**config.mk**
```make
export PLATFORM = sky130hd
export DESIGN_NAME = data_memory_lsu
export DESIGN_NICKNAME = d
export VERILOG_FILES = /design/src/rtl/data_memory_lsu.sv
export SDC_FILE = /design/constraint.sdc
export NUM_CORES = 2
export LEC_CHECK = 0
export BUFFER_PORTS_ARGS = -buffer_cell sky130_fd_sc_hd__buf_2
export CORE_ASPECT_RATIO = 0.75
export CORE_MARGIN = 5
export CORE_UTILIZATION = 24
export DETAILED_ROUTE_END_ITERATION = 12
export PLACE_DENSITY = 0.47
export SETUP_SLACK_MARGIN = 0.15
export SLEW_MARGIN = 20
export SYNTH_ARGS = -nofsm -noshare
export SYNTH_HDL_FRONTEND = slang
export SYNTH_SLANG_ARGS = --single-unit
```
**constraint.sdc**
```tcl
create_clock -name clk -period 10.53 [get_ports clk]
set_input_delay 1.5795 -clock clk [delete_from_list [all_inputs] [get_ports clk]]
set_output_delay 1.5795 -clock clk [all_outputs]
set_load 0.01 [all_outputs]
```
**src/rtl/data_memory_lsu.sv**
```systemverilog
`default_nettype none
// ============================================================================
// Module      : data_memory_lsu
// Description : Byte-addressable data memory with load/store sizing, sign/zero
//               extension, valid/ready request handshake, fixed 1-cycle
//               response latency, fault detection and a post-reset clear phase.
// Revision    : 1.0 - initial release
// ============================================================================
module data_memory_lsu #(
  parameter int DEPTH  = 64,
  parameter int ADDR_W = 32
) (
  input  logic              clk,
  input  logic              rst,
  input  logic              req_valid,
  output logic              req_ready,
  input  logic              req_write,
  input  logic [1:0]        req_size,
  input  logic              req_unsigned,
  input  logic [ADDR_W-1:0] req_addr,
  input  logic [31:0]       req_wdata,
  output logic              resp_valid,
  output logic [31:0]       resp_rdata,
  output logic              resp_fault,
  output logic              init_done,
  output logic [15:0]       fault_count
);

  localparam int IDX_W = $clog2(DEPTH);

  localparam logic [0:0] S_INIT = 1'b0;
  localparam logic [0:0] S_RUN  = 1'b1;

  localparam logic [1:0] c_SZ_BYTE = 2'b00;
  localparam logic [1:0] c_SZ_HALF = 2'b01;
  localparam logic [1:0] c_SZ_WORD = 2'b10;

  localparam logic [ADDR_W-1:0] c_ADDR_LIMIT = ADDR_W'(DEPTH * 4);

  logic [31:0]      r_mem [DEPTH];
  logic [0:0]       r_state;
  logic [IDX_W-1:0] r_clr_idx;
  logic             r_init_done;
  logic [15:0]      r_fault_count;
  logic             r_resp_valid;
  logic             r_resp_fault;
  logic [31:0]      r_resp_rdata;

  logic             w_accept;
  logic [IDX_W-1:0] w_idx;
  logic [1:0]       w_lane;
  logic             w_fault;
  logic [3:0]       w_be;
  logic [31:0]      w_wdata_sh;
  logic [31:0]      w_rd_word;
  logic [31:0]      w_rd_shifted;
  logic [31:0]      w_load_data;

  assign req_ready   = (r_state == S_RUN);
  assign w_accept    = req_valid && req_ready;
  assign w_idx       = req_addr[IDX_W+1:2];
  assign w_lane      = req_addr[1:0];

  // Any illegal size, misalignment or out-of-range address faults the request
  always_comb begin
    w_fault = 1'b0;
    if (req_size == 2'b11)                         w_fault = 1'b1;
    if (req_size == c_SZ_HALF && req_addr[0])      w_fault = 1'b1;
    if (req_size == c_SZ_WORD && w_lane != 2'b00)  w_fault = 1'b1;
    if (req_addr >= c_ADDR_LIMIT)                  w_fault = 1'b1;
  end

  // Lane enables and lane-aligned store data
  always_comb begin
    w_wdata_sh = req_wdata << {w_lane, 3'b000};
    case (req_size)
      c_SZ_BYTE: w_be = 4'b0001 << w_lane;
      c_SZ_HALF: w_be = 4'b0011 << w_lane;
      default:   w_be = 4'b1111;
    endcase
  end

  // Load path: pick the addressed lanes from the current word and extend them
  always_comb begin
    w_rd_word    = r_mem[w_idx];
    w_rd_shifted = w_rd_word >> {w_lane, 3'b000};
    case (req_size)
      c_SZ_BYTE: w_load_data = req_unsigned ? {24'h0, w_rd_shifted[7:0]}
                                            : {{24{w_rd_shifted[7]}}, w_rd_shifted[7:0]};
      c_SZ_HALF: w_load_data = req_unsigned ? {16'h0, w_rd_shifted[15:0]}
                                            : {{16{w_rd_shifted[15]}}, w_rd_shifted[15:0]};
      default:   w_load_data = w_rd_word;
    endcase
  end

  // Control FSM: sequential clear phase, then accept traffic until reset
  always_ff @(posedge clk or posedge rst) begin
    if (rst) begin
      r_state     <= S_INIT;
      r_clr_idx   <= '0;
      r_init_done <= 1'b0;
    end else begin
      case (r_state)
        S_INIT: begin
          r_clr_idx <= r_clr_idx + 1'b1;
          if (r_clr_idx == IDX_W'(DEPTH - 1)) begin
            r_state     <= S_RUN;
            r_init_done <= 1'b1;
          end
        end
        default: r_state <= S_RUN;
      endcase
    end
  end

  // Memory array: clears one word per cycle in INIT, byte-enabled stores in RUN
  always_ff @(posedge clk) begin
    if (r_state == S_INIT) begin
      r_mem[r_clr_idx] <= 32'h0;
    end else if (w_accept && req_write && !w_fault) begin
      for (int i = 0; i < 4; i++) begin
        if (w_be[i]) r_mem[w_idx][8*i +: 8] <= w_wdata_sh[8*i +: 8];
      end
    end
  end

  // Response register: one-cycle pulse per accepted request
  always_ff @(posedge clk or posedge rst) begin
    if (rst) begin
      r_resp_valid <= 1'b0;
      r_resp_fault <= 1'b0;
      r_resp_rdata <= 32'h0;
    end else if (w_accept) begin
      r_resp_valid <= 1'b1;
      r_resp_fault <= w_fault;
      r_resp_rdata <= (!req_write && !w_fault) ? w_load_data : 32'h0;
    end else begin
      r_resp_valid <= 1'b0;
      r_resp_fault <= 1'b0;
      r_resp_rdata <= 32'h0;
    end
  end

  // Saturating count of faulted requests
  always_ff @(posedge clk or posedge rst) begin
    if (rst) begin
      r_fault_count <= 16'h0;
    end else if (w_accept && w_fault && r_fault_count != 16'hFFFF) begin
      r_fault_count <= r_fault_count + 16'h1;
    end
  end

  assign resp_valid  = r_resp_valid;
  assign resp_fault  = r_resp_fault;
  assign resp_rdata  = r_resp_rdata;
  assign init_done   = r_init_done;
  assign fault_count = r_fault_count;

endmodule
`default_nettype wire
```
# == Word level (Yosys, flattened, before mapping) ==
# Memories as Yosys holds them, arrays and structs flattened.
# Cells that the tools add are included.
# classes
n_addsub,2
n_lt_le_gt_ge,1
n_eq_ne,5
n_shift,4
n_mux,34
n_bitwise,1
n_reduce_logical,14
# op_table
cell,count
$mux 32,5
$pmux 32 s2,1
$ge 32x9->1 const B,1
$reduce_or 32->1,1
$shl 32x5->32,1
$shr 32x5->16,1
$mux 1,25
$add 16x1->16 const B,1
$ne 16x16->1 const B,1
$logic_and 1x1->1,8
$pmux 4 s2,1
$add 6x1->6 const B,1
$eq 6x6->1 const B,1
$mux 6,1
$eq 2x2->1 const B,2
$mux 4,1
$shl 1x2->4 const A,1
$shl 2x2->4 const A,1
$eq 2x1->1 const B,1
$logic_not 1->1,2
$logic_not 2->1,1
$reduce_and 2->1,1
$reduce_bool 2->1,1
$not 1->1,1
# totals
ff_bits,58
ramBits,2048
in_bits,71
out_inout_bits,52
elab_cells,69
mem_count,1
# mem_list
name,words,word_bits,rd,rd_clocked_by_memory_dff,wr,line_no,rtl
r_mem,64,32,1,0,1,40,logic [31:0] r_mem [DEPTH];

# == Longest topological paths before layout ==
# logic_depth
depth_word,12
ltp_mapped,15
depth_no_buf,8

# == Least setup slack after synthesis ==
# Ideal clock, no wire load.
# synth_timing
path_type,input port to flip-flop
start,in req_addr[19]
end,"mem r_mem[0][29], data pin"
setup_ns,0.721
arrival_time_ns,5.741
t_required_ns,9.809
slack_ns,4.069
cell_stages,7
path_buffers,2
cell_sequence,nor4_1 -> nand4_1 -> nor4_1 -> nand2_1 -> clkbuf_1 -> buf_1 -> a211oi_1
# synth_between
elab_chain_len,9
word_cells_on_any_way,18
cone_classes,1 x order compare; 14 x mux; 3 x reduce/logical
# synth_rtl
element,line_no,rtl
start: declaration,20,"input logic [ADDR_W-1:0] req_addr,"
$ge 32x9->1 *,70,if (req_addr >= c_ADDR_LIMIT) w_fault = 1'b1;
$mux 1 *,70,
$logic_not 1->1 *,120,end else if (w_accept && req_write && !w_fault) begin
$logic_and 1x1->1 *,120,
$mux 1,120,
$mux 1,118,if (r_state == S_INIT) begin
$mux 1 (not written as such),122,if (w_be[i]) r_mem[w_idx][8*i +: 8] <= w_wdata_sh[8*i +: 8];
$reduce_or 32->1 (no source line) *,-,
$mux 32 (no source line) *,-,
end: declaration,40,
# Every way passes the cells marked *; elsewhere a longest branch is shown, timed or not.

# == Worst setup path in the final report ==
# layout_timing
start,in req_addr[2]
end,"reg r_resp_rdata[20], in the netlist resp_rdata[20]"
# layout_between
elab_chain_len,6
word_cells_on_any_way,11
cone_classes,1 x order compare; 1 x shift; 6 x mux; 2 x reduce/logical; 1 x memory
# layout_rtl
element,line_no,rtl
$mem_v2 64x32 or $ge 32x9->1 (tied branches),-,
$shr 32x5->16 or $mux 1 (tied branches),"86, 70",
"$mux 32, or another cell as far along",90,"c_SZ_HALF: w_load_data = req_unsigned ? {16'h0, w_rd_shifted[15:0]}"
$pmux 32 s2 or $logic_and 1x1->1 (tied branches),"87, 136",
$mux 32 *,136,r_resp_rdata <= (!req_write && !w_fault) ? w_load_data : 32'h0;
$mux 32 *,133,end else if (w_accept) begin
end signal: assignment,136,
end: declaration,47,logic [31:0] r_resp_rdata;
# Marks and branches as above.
# A chain may end at the register's enable or synchronous reset.

==> metrics.md <==
| Metric | Value |
|---|---|
| DR pass1 iterations | 5 |
| Setup tns final | 0 ns |
| Seq pwr share | 0.535 |
| Skew-Pair Late Insertion Delay | 0.88 ns |
| Number of flops mapped to enable cells by yosys | 2048 |
| Total die area | 356000 sq um |
| CP max FO | 76 |
| Reg-to-Reg End | r_mem[35][0] |
| Sink Count | 2106 |
| Power Density | 176 nW/um^2 |
| Slowest stage delay, CP | 0.75 ns |
| Worst Setup Start Kind | input pin |
| Sequential fraction of the synthesis area | 0.761 |
| Largest net degree at the start of global routing | 103 |
| Net Sw Power | 3460 uW |
| Slew Limit Fails | 0 |
| Post-synth top flop | edfxtp_1 |
| LEAKAGE | 0.0241 uW |
| CTS Root Cell | clkbuf_16 |
| 1st-iter DRT viols | 4307 |
| Critical path arrival | 6.45 ns |
| H-tree levels | 4 |
| Slew @ Worst Pin | 1.09 ns |
| First-pass GRT wire length | 335000 um |
| Syn. warnings | 0 |
| Vias | 39989 |
| FMAX | 172 MHz |
| CTS tree | done |
| Die width | 688 um |
| Sw Ratio | 0.205 |
| Die height | 518 um |
| RSZ-0062 raised after global routing | no |
| Hold depth | 1 |
| CP cell instances | buf_8 -> buf_12 -> mux4_2 -> mux2_2 -> a211oi_1 -> o31ai_1 -> a21oi_1 -> nor4_1 -> o31ai_2 -> o21ai_0 |
| Placed Instances | 8390 |
| Setup Skew | 0.115 ns |
| Share of cells above drive strength 1 | 0.289 |
| Final layout net count | 4066 |
| Post-Syn Nets | 3856 |
| Vias in the first global route | 40433 |
| Core area | 343000 sq um |
| Via/cell ratio | 4.56 |
| Kind of critical path | input pin to flop |
| Distinct cells, synth | 68 |
| Deepest clock path buffer count | 4 |
| Residual DRC | 0 |
| Clock buffer count from CTS | 207 |
| Hold buffer count at cts | 0 |
| Final setup fails | 0 |
| Routed Antenna Nets | 0 |
| Hold WS | 0.492 ns |
| Syn Area/Cell | 21.9 sq um |
| VDD IR max | 0.000127 V |
| Worst-path clk slew | 0.06 ns |
| Total Power | 16900 uW |
| Layout area overhead | 15.9% |
| Routability cong. | 0.783 |
| Critical Path Sink Type | flop |
| Port-buffer cells | 122 |
| Crit path required time | 11.18 ns |
| Hold endpoint | fault_count[12] |
| Postcts setup bufs | 0 |
| Crit share post-route | 0.551 |
| Synth Instances | 3783 |
| Flops & latches, synth | 2106 |
| Wire length per cell | 27.4 um |
| Comb pwr share | 0.024 |
| Post-DP HPWL | 150000 um |
| Total gr overflow | 0 |
| Mapped cell area | 82700 sq um |
| Initial core utilization | 0.241 |
| Power Internal | 13400 uW |
| Finished Layout Cells | 8776 |
| Proportion of synthesized flip-flops having asynchronous set or reset | 0.0275 |
| Hold Path Class | flop to flop |
| Most frequent cells in the layout | edfxtp_1 (2048), mux4_2 (609), nor2_1 (299), clkbuf_16 (213), buf_2 (118) |
| Initial antenna violation count | 30 |
| Most common cell after layout, fill and taps aside | edfxtp_1 |
| Count of final hold-check violations | 0 |
| Reg2reg start | req_ready |
| Hold Crit Start | fault_count[12] |
| Post-cts sizing count | 0 |
| R2R cell count | 10 |
| # Max-Cap Violations | 0 |
| Relative slew slack | 0.273 |
| Reg-to-reg slack, setup | 5.74 ns |
| Clock Power Share | 0.441 |
| Final min period | 5.80 ns |
| Status | completed |
| Aggregate global-route resource usage | 0.131 |
| Cell Rows | 186 |
| Slowest CP cell | o31ai_2 |
| Num ports | 123 |
| WL final | 240000 um |
## cell families (layout without fill, tap and decap cells)
| group | Yosys count | after routing | share of synthesized area |
|---|---|---|---|
| compound gates | 179 | 179 | 0.0151 |
| mux | 712 | 712 | 0.179 |
| xor+xnor | 20 | 20 | 0.00212 |
| buf+inv | 238 | 605 | 0.0150 |
| other cells | 0 | 20 | 0 |
| flops | 2106 | 2106 | 0.761 |
| simple gates | 526 | 526 | 0.0274 |
| fa+ha+maj | 2 | 2 | 0.000303 |
## power by group through the flow
stage | combinational (uW) | clock [uW] | sequential (uW)
6_report | 410 | 7450 | 9050
5_1_grt | 435 | 7960 | 9040
4_1_cts | 420 | 7610 | 9050
3_5_place_dp | 420 | 0 | 9230
3_3_place_gp | 421 | 0 | 9230
2_1_floorplan | 279 | 0 | 9230
## routing by layer
metal	up-vias	routed length, um	part of all wire	global-route usage
li1	16298	-	-	-
met1	21973	109000	0.45	0.192
met3	305	14400	0.060	0.0217
met4	0	5780	0.024	0.0295
met2	1413	111000	0.46	0.204
met5	-	0	0	0
## flip-flops by register name (all words and copies together), names as in the netlist
name and cells:
fault_count 16, init_done 1, r_clr_idx 6, r_mem 2048
req_ready 1, resp_fault 1, resp_rdata 32, resp_valid 1
## critical path, delay by kind of cell
kind | cells | cell delay, ns
compound gates | 5 | 2.46
mux | 2 | 0.93
simple gates | 1 | 0.20
buf+inv | 2 | 1.02
## final cells by class
type                    instances  area, sq um
fillers                     33597       247000
clock buffers                 265         5590
well taps                    4606         5760
repair buffers                216         1430
clock inverters               101         1050
diodes                         20         50.0
flip-flops and latches       2106        63000
multi-input cells            1439        18900
inverters                      23         95.1
## stage by stage
step           cell area, sq um  utilization  setup WS, ns
2_1_floorplan             82700            -          4.07
3_3_place_gp              89100        0.260          3.77
3_5_place_dp              89200        0.260          3.76
4_1_cts                   95800        0.279          4.67
5_1_grt                   95800        0.280          4.43
6_report                  95800        0.280          4.73
## cells in the mapped netlist (21+ instances only)
cell,number,area share
buf_4,40,0.0036
mux2i_1,78,0.0094
nor2_1,317,0.014
buf_1,28,0.0013
nand3_1,23,0.0014
edfxtp_1,2048,0.74
a211oi_1,21,0.0019
mux4_2,609,0.17
mux2_2,23,0.0031
nor3_1,23,0.0014
nand2_1,81,0.0037
a21oi_1,28,0.0017
clkbuf_1,110,0.0050
dfrtp_1,58,0.018
## worst max path at each step
stage	slack (ns)	from	end
floorplan	4.07	req_addr[19]	r_mem[0][29]
global placement	3.77	req_addr[1]	r_mem[17][20]
detailed placement	3.76	req_addr[2]	resp_rdata[20]
CTS	4.67	req_addr[2]	resp_rdata[20]
global route	4.43	req_addr[2]	resp_rdata[20]
finish	4.73	req_addr[2]	resp_rdata[20]
(Power assumes the default switching activity.)
